--- src/rtl/electric_kettle_ctrl_if.sv ---
// Sensor/button and power-stage signals of the kettle controller.
// master = the side that drives the sensors (bench/board), slave = the controller.
interface electric_kettle_ctrl_if;
    logic       start_button;
    logic [7:0] temperature_sensor;
    logic       water_level_sensor;
    logic       heater;
    logic       indicator;
    logic       shutdown;

    modport master (
        output start_button,
        output temperature_sensor,
        output water_level_sensor,
        input  heater,
        input  indicator,
        input  shutdown
    );

    modport slave (
        input  start_button,
        input  temperature_sensor,
        input  water_level_sensor,
        output heater,
        output indicator,
        output shutdown
    );
endinterface

--- src/rtl/electric_kettle_ctrl.sv ---
// Moore FSM for an electric kettle: heats on start, lights a lamp when boiled,
// and latches over-temperature / heat-timeout faults until cleared when cool.
module electric_kettle_ctrl #(
    parameter logic [7:0] BOIL_TEMP    = 8'd100,
    parameter logic [7:0] OVER_TEMP    = 8'd150,
    parameter logic [7:0] SAFE_TEMP    = 8'd60,
    parameter int         HEAT_TIMEOUT = 1000,
    parameter int         DONE_HOLD    = 16
) (
    input logic                  clk,
    input logic                  rst,
    electric_kettle_ctrl_if.slave kif
);

    localparam int HT_W = (HEAT_TIMEOUT > 1) ? $clog2(HEAT_TIMEOUT) : 1;
    localparam int DH_W = (DONE_HOLD > 1) ? $clog2(DONE_HOLD) : 1;
    localparam logic [HT_W-1:0] HEAT_LAST = HT_W'(HEAT_TIMEOUT - 1);
    localparam logic [DH_W-1:0] HOLD_LAST = DH_W'(DONE_HOLD - 1);

    typedef enum logic [2:0] {
        ST_IDLE    = 3'd0,
        ST_READY   = 3'd1,
        ST_HEATING = 3'd2,
        ST_DONE    = 3'd3,
        ST_FAULT   = 3'd4
    } state_t;

    state_t          state_q, state_d;
    logic [HT_W-1:0] heat_tmr_q, heat_tmr_d;
    logic [DH_W-1:0] hold_tmr_q, hold_tmr_d;

    logic       start;
    logic       water;
    logic [7:0] temp;

    assign start = kif.start_button;
    assign water = kif.water_level_sensor;
    assign temp  = kif.temperature_sensor;

    always_ff @(posedge clk or negedge rst) begin
        if (!rst) begin
            state_q    <= ST_IDLE;
            heat_tmr_q <= '0;
            hold_tmr_q <= '0;
        end else begin
            state_q    <= state_d;
            heat_tmr_q <= heat_tmr_d;
            hold_tmr_q <= hold_tmr_d;
        end
    end

    // Timers fall back to zero unless the FSM stays put, so every entry starts from 0.
    always_comb begin
        state_d    = state_q;
        heat_tmr_d = '0;
        hold_tmr_d = '0;
        case (state_q)
            ST_IDLE: begin
                if (water) state_d = ST_READY;
            end
            ST_READY: begin
                if (!water)     state_d = ST_IDLE;
                else if (start) state_d = ST_HEATING;
            end
            ST_HEATING: begin
                if (temp >= OVER_TEMP)           state_d = ST_FAULT;
                else if (!water)                 state_d = ST_IDLE;
                else if (temp >= BOIL_TEMP)      state_d = ST_DONE;
                else if (heat_tmr_q == HEAT_LAST) state_d = ST_FAULT;
                else if (heat_tmr_q == '1)       heat_tmr_d = heat_tmr_q;
                else                             heat_tmr_d = heat_tmr_q + HT_W'(1);
            end
            ST_DONE: begin
                if (!water)                       state_d = ST_IDLE;
                else if (hold_tmr_q == HOLD_LAST) state_d = ST_READY;
                else if (hold_tmr_q == '1)        hold_tmr_d = hold_tmr_q;
                else                              hold_tmr_d = hold_tmr_q + DH_W'(1);
            end
            ST_FAULT: begin
                if (start && (temp < SAFE_TEMP)) state_d = ST_IDLE;
            end
            default: state_d = ST_IDLE;
        endcase
    end

    always_comb begin
        kif.heater    = 1'b0;
        kif.indicator = 1'b0;
        kif.shutdown  = 1'b0;
        case (state_q)
            ST_HEATING: kif.heater    = 1'b1;
            ST_DONE:    kif.indicator = 1'b1;
            ST_FAULT:   kif.shutdown  = 1'b1;
            default: ;
        endcase
    end

endmodule

--- src/flat_wrapper.sv ---
// flat-port wrapper written by rule: the top's interface ports become plain ports
module electric_kettle_ctrl_flat 
#(
    parameter logic [7:0] BOIL_TEMP    = 8'd100,
    parameter logic [7:0] OVER_TEMP    = 8'd150,
    parameter logic [7:0] SAFE_TEMP    = 8'd60,
    parameter int         HEAT_TIMEOUT = 1000,
    parameter int         DONE_HOLD    = 16
)
  (clk, rst, kif_start_button, kif_temperature_sensor, kif_water_level_sensor, kif_heater, kif_indicator, kif_shutdown);
  electric_kettle_ctrl_if kif_i ();
  input logic clk;
  input logic rst;
  input wire logic [$bits(kif_i.start_button)-1:0] kif_start_button;
  input wire logic [$bits(kif_i.temperature_sensor)-1:0] kif_temperature_sensor;
  input wire logic [$bits(kif_i.water_level_sensor)-1:0] kif_water_level_sensor;
  output wire logic [$bits(kif_i.heater)-1:0] kif_heater;
  output wire logic [$bits(kif_i.indicator)-1:0] kif_indicator;
  output wire logic [$bits(kif_i.shutdown)-1:0] kif_shutdown;
  assign kif_i.start_button = kif_start_button;
  assign kif_i.temperature_sensor = kif_temperature_sensor;
  assign kif_i.water_level_sensor = kif_water_level_sensor;
  assign kif_heater = kif_i.heater;
  assign kif_indicator = kif_i.indicator;
  assign kif_shutdown = kif_i.shutdown;
  electric_kettle_ctrl #(.BOIL_TEMP(BOIL_TEMP), .OVER_TEMP(OVER_TEMP), .SAFE_TEMP(SAFE_TEMP), .HEAT_TIMEOUT(HEAT_TIMEOUT), .DONE_HOLD(DONE_HOLD)) u_core (.clk(clk), .rst(rst), .kif(kif_i));
endmodule
--- config.mk ---
export PLATFORM = sky130hd
export DESIGN_NAME = electric_kettle_ctrl_flat
export DESIGN_NICKNAME = d
export VERILOG_FILES = /design/src/rtl/electric_kettle_ctrl_if.sv /design/src/rtl/electric_kettle_ctrl.sv /design/src/flat_wrapper.sv
export SDC_FILE = /design/constraint.sdc
export NUM_CORES = 1
export LEC_CHECK = 0
export CORE_MARGIN = 2
export CORE_UTILIZATION = 40
export DETAILED_ROUTE_END_ITERATION = 12
export DONT_BUFFER_PORTS = 1
export PLACE_DENSITY = 0.62
export SYNTH_ARGS = -nofsm -noshare
export SYNTH_HDL_FRONTEND = slang
export SYNTH_SLANG_ARGS = --single-unit
--- constraint.sdc ---
create_clock -name clk -period 1.7 [get_ports clk]
set_clock_uncertainty 0.1 [all_clocks]
set_input_delay 0.255 -clock clk [delete_from_list [all_inputs] [get_ports clk]]
set_output_delay 0.255 -clock clk [all_outputs]
set_load 0.01 [all_outputs]
==> impl_metrics.py, run 1 <==
metrics = {
    "logic_synthesis": {
        "synth-edff-count": 0,
        "netlist_area_um2": 1000,
        "yosysMostFrequentCell": "nor2_1",
        "synth_common_cells": "18 x nor2_1, 17 x dfrtp_1, 9 x nand2_1",
        "synth_ff_type": "dfrtp_1",
        "synth_seq_cells": 17,
        "yosysWarnings": 0,
        "yosys-top-cells-area": "dfrtp_1 42%, nor2_1 6.7%, mux2_2 4.5%",
        "ys_types": 35,
        "yosysTopAreaCell": "dfrtp_1",
        "yosysSeqAreaShare_pct": 42.4,
        "synth_top_area_share_pct": 42.4,
        "synthArstFlopShare_pct": 100,
        "syn-num-nets": 123,
        "syn_inst": 109,
        "synth.avg_cell_area_um2": 9.19,
    },
    "timing": {
        "max_freq_mhz": 542,
        "rsz0062_at_grt": "yes",
        "finalHoldWorstSlack_ns": 0.141,
        "finalMaxSlewViolations": 0,
        "worst_pin_slew_ns": 0.774,
        "hold_viol": 0,
        "setup-tns-final_ns": -1.33,
        "relSlewSlack_pct": 48.2,
        "finalCritPeriodShare_pct": 109,
        "worst_slack_ns": -0.146,
        "fin_crit_ns": 1.85,
        "setup_violations": 12,
    },
    "critical_path": {
        "ff2ff_setup_slack_ns": -0.15,
        "timing.rr.start": "u_core.state_q[2]$_DFFE_PN0P_",
        "arrival_ns": 1.97,
        "worst-path-stages": 5,
        "cpLargestDelayFamily": "simple AND/OR/NAND/NOR gates",
        "cp_max_fo": 6,
        "cp-start-kind": "flop",
        "cp_cell_sequence": "and4bb_1 -> nand3b_1 -> buf_4 -> or3_4 -> a21oi_1",
        "cpPeakStageDelay_ns": 0.44,
        "cp_slowest_cell": "dfrtp_1",
        "crit_type": "reg2reg",
        "crit_buf_inv": 1,
        "cp.required_ns": 1.82,
        "regToRegEndpoint": "u_core.heat_tmr_q[5]$_DFFE_PN0P_",
        "endpoint_kind": "flop",
        "r2r_cells": 5,
    },
    "final_layout": {
        "antenna_cells": 0,
        "multi_input_area_um2": 578,
        "syn_to_final_growth_pct": 27.3,
        "regArea_um2": 425,
        "drive_gt1_share_pct": 30.9,
        "stdcell_area_um2": 1280,
        "finalNonFillerCells": 166,
        "fin_nets": 151,
        "fill_cells": 248,
    },
    "grt": {
        "grtUsageTotal_pct": 18.1,
        "grt_max_degree": 18,
        "grt_pass1_vias": 935,
        "use_met2_pct": 31.9,
        "antenna_found_initial": 0,
        "grt-busiest-layer": "met2",
        "grt_pass1_wl_um": 3800,
        "use_met3_pct": 3.33,
        "grt_overflow": 0,
        "grt_util_met1_pct": 21.8,
    },
    "hold_path": {
        "min-delay-start": "kif_water_level_sensor",
        "min_path_type": "in2reg",
        "whs_path_depth": 3,
        "whs_endpoint": "u_core.hold_tmr_q[1]$_DFF_PN0_",
    },
    "placed_design": {
        "gp_congestion": 0.761,
        "io_buffers": 0,
        "placed_cells": 156,
        "dp_hpwl_um": 1570,
        "dpl_cell_area_um2": 1160,
    },
    "detailed_routing": {
        "drc_errors": 0,
        "dr.pass1.iters": 4,
        "drt-initial-drc-count": 7,
        "vias": 907,
        "drt_wl_total_um": 2240,
        "vias_per_cell": 5.46,
        "ant_nets": 0,
        "wl_per_cell_um": 13.5,
    },
    "pwr": {
        "p_leak_uw": 0.000552,
        "p_total_uw": 1110,
        "vdd_ir_drop_max_mv": 0.744,
        "power.density_nw_per_um2": 872,
    },
    "floorplan": {
        "start_util_pct": 41.2,
        "die_h_um": 54.1,
        "die_w_um": 54.1,
        "core_area_um2": 2430,
        "rows": 18,
        "ios": 15,
        "die_area_um2": 2920,
    },
    "cts": {
        "cts_buffer_depth": 2,
        "cts_sinks": 17,
        "clk_latency_ns": 0.29,
        "path_clk_slew_ns": 0.11,
        "htree_num_levels": 1,
        "cts_buffers": 3,
        "cts_root_buffer": "clkbuf_4",
        "cts_tree": "yes",
    },
    "status": {
        "status": "finished with violations",
        "violations": "setup timing",
    },
    "run": {
        "maxCapViolations": 0,
    },
}
per-layer routing:
layer	share of wire, %	up-vias	wire length [um]
li1	-	444	-
met1	43	435	972
met2	50	24	1130
met3	4.3	4	97
met4	1.6	0	36
met5	0	-	0
worst max-delay path by stage:
| stage | startpoint | to | slack, ns |
|---|---|---|---|
| finish | u_core.state_q[2]$_DFFE_PN0P_ | u_core.heat_tmr_q[5]$_DFFE_PN0P_ | -0.15 |
| global route | u_core.state_q[0]$_DFFE_PN0P_ | u_core.heat_tmr_q[0]$_DFFE_PN0P_ | -0.22 |
| CTS | u_core.state_q[2]$_DFFE_PN0P_ | u_core.heat_tmr_q[3]$_DFFE_PN0P_ | -0.09 |
| detailed placement | u_core.state_q[0]$_DFFE_PN0P_ | u_core.state_q[0]$_DFFE_PN0P_ | -0.17 |
| global placement | u_core.state_q[0]$_DFFE_PN0P_ | u_core.state_q[0]$_DFFE_PN0P_ | -0.15 |
| floorplan | u_core.state_q[0]$_DFFE_PN0P_ | u_core.heat_tmr_q[0]$_DFFE_PN0P_ | -0.07 |
cell usage in the layout, fill, tap and decap left out, types with 2 or more instances in the layout:
cell type	count
nor2_1	15
and3_1	4
nand4_1	3
o311ai_1	2
buf_4	24
a21oi_1	2
mux2i_1	2
dfrtp_1	17
inv_1	5
nor2_2	2
or3_4	2
a31oi_1	2
nand3_1	5
o21ai_0	5
xnor2_1	4
nand2_1	9
clkbuf_4	3
nand2b_1	3
mux2_2	4
nand4b_1	2
registers in the layout (all words and copies together) (netlist names):
register,cells
u_core.heat_tmr_q,10
u_core.state_q,3
u_core.hold_tmr_q,4
report_power, final:
part	total, uW	switching [uW]	internal, uW
Combinational	418	182	236
Clock	220	129	91.1
Sequential	476	39.3	437
metrics by stage:
stage | worst slack (ns) | utilization, %
floorplan | -0.0667 | -
global placement | -0.151 | 47.9
detailed placement | -0.175 | 47.9
CTS | -0.0863 | 51.2
global route | -0.225 | 52.5
finish | -0.146 | 52.5
cells by family (layout without fill, tap and decap cells):
kind of cell | Yosys count | after routing | share of synthesized area [%]
xor+xnor | 5 | 5 | 4.37
compound gates | 20 | 20 | 13.5
simple gates | 51 | 52 | 26.1
buf+inv | 8 | 34 | 4.62
mux | 6 | 6 | 6.49
fa+ha+maj | 2 | 2 | 2.50
flops | 17 | 17 | 42.4
repair_timing:
| action | CTS | global route |
|---|---|---|
| cloned | 1 | 0 |
| endpoints found under the setup margin | 9 | 15 |
| endpoints found under the hold margin | 17 | 0 |
| buffers inserted | 3 | 1 |
| hold buffers | 1 | 0 |
| pin swaps | 1 | 6 |
| resized for setup | 5 | 6 |
cell type report:
cell class / instances / share of cell area, %
Multi-Input combinational cell: 85 / 45.3
Sequential cell: 17 / 33.3
Timing Repair Buffer: 25 / 14.9
Tap cell: 30 / 2.94
Clock buffer: 4 / 2.06
Inverter: 5 / 1.47
worst register-to-register path, cell delays in order (launching register included):
cell	delay, ns
dfrtp_1	0.44
and4bb_1	0.32
nand3b_1	0.18
buf_4	0.20
or3_4	0.40
a21oi_1	0.15
No activity file was read; power rests on OpenSTA's default activity.
==> run 2: changes to the inputs <==
- PLACE_DENSITY: 0.62 -> 0.51
- clock period: 1.7 -> 2 ns (I/O delays scaled with it)
==> impl_metrics.py, run 2 (synthesized netlist as in run 1, its figures left out) <==
metrics = {
    "status": {
        "status": "complete, no violations",
    },
    "final_layout": {
        "drive_gt1_share_pct": 9.82,
        "fill_cells": 257,
        "layout_commonest_cell": "nor2_1",
        "antenna_cells": 0,
        "layout_common_cells": "18 x nor2_1, 17 x dfrtp_1, 9 x nand2_1, 6 x o21ai_0",
        "syn_to_final_growth_pct": 5.37,
        "largest_registers": "u_core.heat_tmr_q x10, u_core.hold_tmr_q x4, u_core.state_q x3",
        "largest_register": "u_core.heat_tmr_q",
        "fin_nets": 127,
        "largest_register_ffs": 10,
    },
    "grt": {
        "grt_overflow": 0,
        "antenna_found_initial": 0,
        "grt_pass1_vias": 748,
        "grt_pass1_wl_um": 3220,
        "grt_max_degree": 18,
        "grtUsageTotal_pct": 15.2,
    },
    "placed_design": {
        "gp_congestion": 0.789,
        "dp_hpwl_um": 1380,
        "io_buffers": 0,
        "post-place-ws_ns": 0.0949,
    },
    "floorplan": {
        "die_w_um": 54.1,
        "die_h_um": 54.1,
        "rows": 18,
        "die_area_um2": 2920,
        "core_area_um2": 2430,
        "ios": 15,
        "start_util_pct": 41.2,
    },
    "pwr": {
        "seqPwrFrac_pct": 51.0,
        "internal-power_uw": 562,
        "power.density_nw_per_um2": 775,
        "pwr-share-clk_pct": 22.4,
        "p_leak_uw": 0.000436,
        "swShare_pct": 31.3,
        "p_comb_share_pct": 26.6,
        "p_total_uw": 818,
        "vdd_ir_drop_max_mv": 0.371,
        "p_sw_uw": 256,
    },
    "timing": {
        "worst_slack_ns": 0.117,
        "relSlewSlack_pct": 48.0,
        "worst_pin_slew_ns": 0.778,
        "setup-tns-final_ns": 0,
        "finalCritPeriodShare_pct": 94.2,
        "max_freq_mhz": 531,
        "fin_crit_ns": 1.88,
        "rsz0062_at_grt": "no",
        "hold_viol": 0,
        "setup_violations": 0,
        "finalMaxSlewViolations": 0,
    },
    "detailed_routing": {
        "dr.pass1.iters": 2,
        "drc_errors": 0,
        "wl_per_cell_um": 13.5,
        "vias_per_cell": 5.60,
        "drt-initial-drc-count": 10,
        "ant_nets": 0,
        "drt_wl_total_um": 1920,
        "vias": 795,
    },
    "critical_path": {
        "arrival_ns": 2.00,
        "crit_type": "reg2reg",
        "cp.required_ns": 2.11,
        "cp_max_fo": 12,
        "endpoint_kind": "flop",
        "cp-start-kind": "flop",
    },
    "run": {
        "maxCapViolations": 0,
    },
    "cts": {
        "htree_num_levels": 1,
        "post-cts-setup-buffer-count": 0,
        "cts_tree": "yes",
        "cts_root_buffer": "clkbuf_4",
        "cts_buffers": 3,
        "clk_latency_ns": 0.28,
        "cts_sinks": 17,
        "cts_buffer_depth": 2,
        "path_clk_slew_ns": 0.10,
    },
    "hold_path": {
        "min_path_type": "in2reg",
    },
}
## run 2: power by group through the flow
| stage | clock network, uW | registers (uW) | logic, uW |
|---|---|---|---|
| floorplan | 0 | 392 | 218 |
| global placement | 0 | 423 | 205 |
| detailed placement | 0 | 425 | 207 |
| CTS | 192 | 417 | 221 |
| global route | 207 | 424 | 252 |
| finish | 183 | 417 | 218 |
## run 2: routing by layer
| layer | vias up | GRT usage [%] | part of all wire, % | wire, um |
|---|---|---|---|---|
| li1 | 393 | - | - | - |
| met1 | 389 | 20.3 | 49 | 938 |
| met2 | 11 | 24.4 | 47 | 912 |
| met3 | 2 | 3.06 | 3.0 | 57 |
| met4 | 0 | 5.00 | 0.78 | 15 |
| met5 | - | 0 | 0 | 0 |
## run 2: worst paths after layout
path                                                      from                          endpoint  slack, ns  cells after the start
worst min-delay path                    kif_water_level_sensor    u_core.hold_tmr_q[1]$_DFF_PN0_       0.12                      2
worst max register to register   u_core.state_q[2]$_DFFE_PN0P_  u_core.heat_tmr_q[3]$_DFFE_PN0P_       0.12                      5
max in group asynchronous                                  rst     u_core.state_q[1]$_DFFE_PN0P_       0.89                      1
worst max-delay path             u_core.state_q[2]$_DFFE_PN0P_  u_core.heat_tmr_q[3]$_DFFE_PN0P_       0.12                      5
worst min register to register  u_core.hold_tmr_q[0]$_DFF_PN0_    u_core.hold_tmr_q[0]$_DFF_PN0_       0.36                      1
min in group asynchronous                                  rst  u_core.heat_tmr_q[8]$_DFFE_PN0P_       0.43                      1
## run 2: per-stage QoR
stage	util (%)	cell area (um2)	std cells	hold slack, ns
after detailed placement	41.9	1020	137	-0.0951
final	43.4	1060	142	0.123
after CTS	43.4	1060	142	0.127
after global placement	41.9	1020	137	-0.0952
after global routing	43.4	1060	142	0.127
after floorplan	-	1000	109	-0.0956
## run 2: cell type report
cell class                      count  area, um2  share of cell area, %
Timing Repair Buffer                2       17.5                   1.66
Clock buffer                        4       26.3                   2.49
Sequential cell                    17        425                   40.3
Tap cell                           30       37.5                   3.55
Inverter                            5       18.8                   1.78
Multi-Input combinational cell     84        531                   50.2
## run 2: worst max-delay path, stage by stage, from the launching register on
cell and delay (ns):
dfrtp_1 0.47, and4bb_1 0.36, nand3b_1 0.15, or3_4 0.48, o21a_1 0.13, mux2i_1 0.13
## run 2: what timing repair did
item,in CTS,in global routing
endpoints found under the hold margin,17,0
setup endpoints to repair,0,4
hold buffers,1,0
resized for setup,0,1
==> run 3: changes to the inputs <==
==> constraint.sdc (replaced) <==
create_clock -name clk -period 2 [get_ports clk]
set_clock_uncertainty 0.1 [all_clocks]
set_input_delay 0.4 -clock clk [delete_from_list [all_inputs] [get_ports clk]]
set_output_delay 0.4 -clock clk [all_outputs]
set_load 0.01 [all_outputs]
==> impl_metrics.py, run 3 (synthesized netlist as in run 1, its figures left out) <==
metrics = {
    "detailed_routing": {
        "ant_nets": 0,
        "drt-initial-drc-count": 14,
        "wl_per_cell_um": 13.3,
        "drt_wl_total_um": 1880,
        "vias": 778,
        "dr.pass1.iters": 4,
        "drc_errors": 0,
        "vias_per_cell": 5.48,
    },
    "final_layout": {
        "largest_registers": "u_core.heat_tmr_q x10, u_core.hold_tmr_q x4, u_core.state_q x3",
        "layout_commonest_cell": "nor2_1",
        "multi_input_area_um2": 531,
        "largest_register_ffs": 10,
        "layout_common_cells": "18 x nor2_1, 15 x dfrtp_1, 9 x nand2_1, 6 x o21ai_0",
        "fin_nets": 127,
        "antenna_cells": 0,
        "largest_register": "u_core.heat_tmr_q",
        "finalNonFillerCells": 142,
        "fill_cells": 251,
        "drive_gt1_share_pct": 11.6,
        "regArea_um2": 428,
        "syn_to_final_growth_pct": 5.62,
    },
    "timing": {
        "finalCritPeriodShare_pct": 94.0,
        "max_freq_mhz": 532,
        "finalMaxSlewViolations": 0,
        "hold_viol": 0,
        "setup-tns-final_ns": 0,
        "relSlewSlack_pct": 46.0,
        "setup_violations": 0,
        "worst_pin_slew_ns": 0.807,
        "fin_crit_ns": 1.88,
        "rsz0062_at_grt": "no",
    },
    "placed_design": {
        "dp_hpwl_um": 1360,
        "io_buffers": 0,
        "placed_cells": 137,
        "gp_congestion": 0.755,
    },
    "pwr": {
        "vdd_ir_drop_max_mv": 0.381,
        "p_comb_share_pct": 25.9,
        "p_leak_uw": 0.000432,
        "internal-power_uw": 564,
        "p_total_uw": 819,
        "power.density_nw_per_um2": 773,
        "seqPwrFrac_pct": 51.4,
        "swShare_pct": 31.1,
        "pwr-share-clk_pct": 22.7,
        "p_sw_uw": 254,
    },
    "grt": {
        "grt_pass1_vias": 713,
        "grt_pass1_wl_um": 3050,
        "grt_max_degree": 18,
        "grtUsageTotal_pct": 14.7,
        "grt_overflow": 0,
        "antenna_found_initial": 0,
    },
    "floorplan": {
        "start_util_pct": 41.2,
        "die_w_um": 54.1,
        "die_h_um": 54.1,
        "die_area_um2": 2920,
        "ios": 15,
        "core_area_um2": 2430,
        "rows": 18,
    },
    "critical_path": {
        "cp.required_ns": 2.12,
        "cp_slowest_cell": "or3_4",
        "crit_type": "reg2reg",
        "arrival_ns": 2.00,
        "cp_max_fo": 12,
        "endpoint_kind": "flop",
        "cp_cell_sequence": "and4bb_1 -> nand3b_1 -> or3_4 -> o21a_1 -> mux2i_1",
        "r2r_cells": 5,
        "cpPeakStageDelay_ns": 0.50,
        "cp-start-kind": "flop",
    },
    "status": {
        "status": "complete, no violations",
    },
    "cts": {
        "cts_buffer_depth": 2,
        "clk_latency_ns": 0.29,
        "cts_tree": "yes",
        "path_clk_slew_ns": 0.10,
        "cts_buffers": 3,
        "cts_sinks": 17,
        "htree_num_levels": 1,
        "post-cts-setup-buffer-count": 0,
        "cts_root_buffer": "clkbuf_4",
    },
    "hold_path": {
        "whs_path_depth": 2,
        "min_path_type": "in2reg",
    },
    "run": {
        "maxCapViolations": 0,
    },
}
-- run 3: cell count changes in the layout (fill, tap and decap cells not counted) --
| cell | before | now |
|---|---|---|
| o311ai_1 | 2 | 1 |
| dfrtp_2 | 0 | 2 |
| o311ai_0 | 0 | 1 |
| dfrtp_1 | 17 | 15 |
-- run 3: layout make-up --
cell class	instances	area share [%]
flip-flops and latches	17	40.4
inverters	5	1.77
well taps	30	3.55
clock buffers	4	2.48
repair buffers	2	1.65
multi-input cells	84	50.1
-- run 3: power groups by stage --
stage / Combinational [uW] / Clock [uW] / Sequential (uW)
finish: 212 / 186 / 421
CTS: 215 / 198 / 416
detailed placement: 205 / 0 / 423
floorplan: 218 / 0 / 392
global placement: 205 / 0 / 423
global route: 240 / 214 / 428
-- run 3: stage by stage --
| stage | worst slack (ns) | util [%] | hold WS (ns) | area (um2) |
|---|---|---|---|---|
| after floorplan | 0.156 | - | 0.00441 | 1000 |
| after global placement | 0.112 | 41.9 | 0.00478 | 1020 |
| after detailed placement | 0.129 | 41.9 | 0.00478 | 1020 |
| after CTS | 0.109 | 43.4 | 0.215 | 1060 |
| after global routing | 0.00642 | 43.5 | 0.213 | 1060 |
| final | 0.119 | 43.5 | 0.222 | 1060 |
-- run 3: worst paths after layout --
kind	to	slack (ns)	startpoint
worst max-delay path	u_core.heat_tmr_q[3]$_DFFE_PN0P_	0.12	u_core.state_q[2]$_DFFE_PN0P_
worst min-delay path	u_core.hold_tmr_q[1]$_DFF_PN0_	0.22	kif_water_level_sensor
worst max register to register	u_core.heat_tmr_q[3]$_DFFE_PN0P_	0.12	u_core.state_q[2]$_DFFE_PN0P_
worst min register to register	u_core.hold_tmr_q[0]$_DFF_PN0_	0.37	u_core.hold_tmr_q[0]$_DFF_PN0_
max in group asynchronous	u_core.state_q[2]$_DFFE_PN0P_	0.71	rst
min in group asynchronous	u_core.heat_tmr_q[6]$_DFFE_PN0P_	0.53	rst
-- run 3: repair_timing --
item | CTS | global route
endpoints found under the hold margin | 17 | 0
hold buffers | 1 | 0
setup endpoints to repair | 0 | 2
resized for setup | 0 | 2
-- run 3: worst max-delay path: cells and delay by family, from the launching register on --
kind               cells  cell delay (ns)
DFF                    1             0.46
AOI/OAI and AO/OA      1             0.13
and+or+nand+nor        3             0.99
muxes                  1             0.13
-- run 3: routing by layer --
metal,vias to the layer above,global-route usage [%],routed length (um)
met2,15,22.6,825
met3,2,4.17,80
met4,0,7.50,15
met1,362,18.8,962
li1,399,-,-
met5,-,0,0
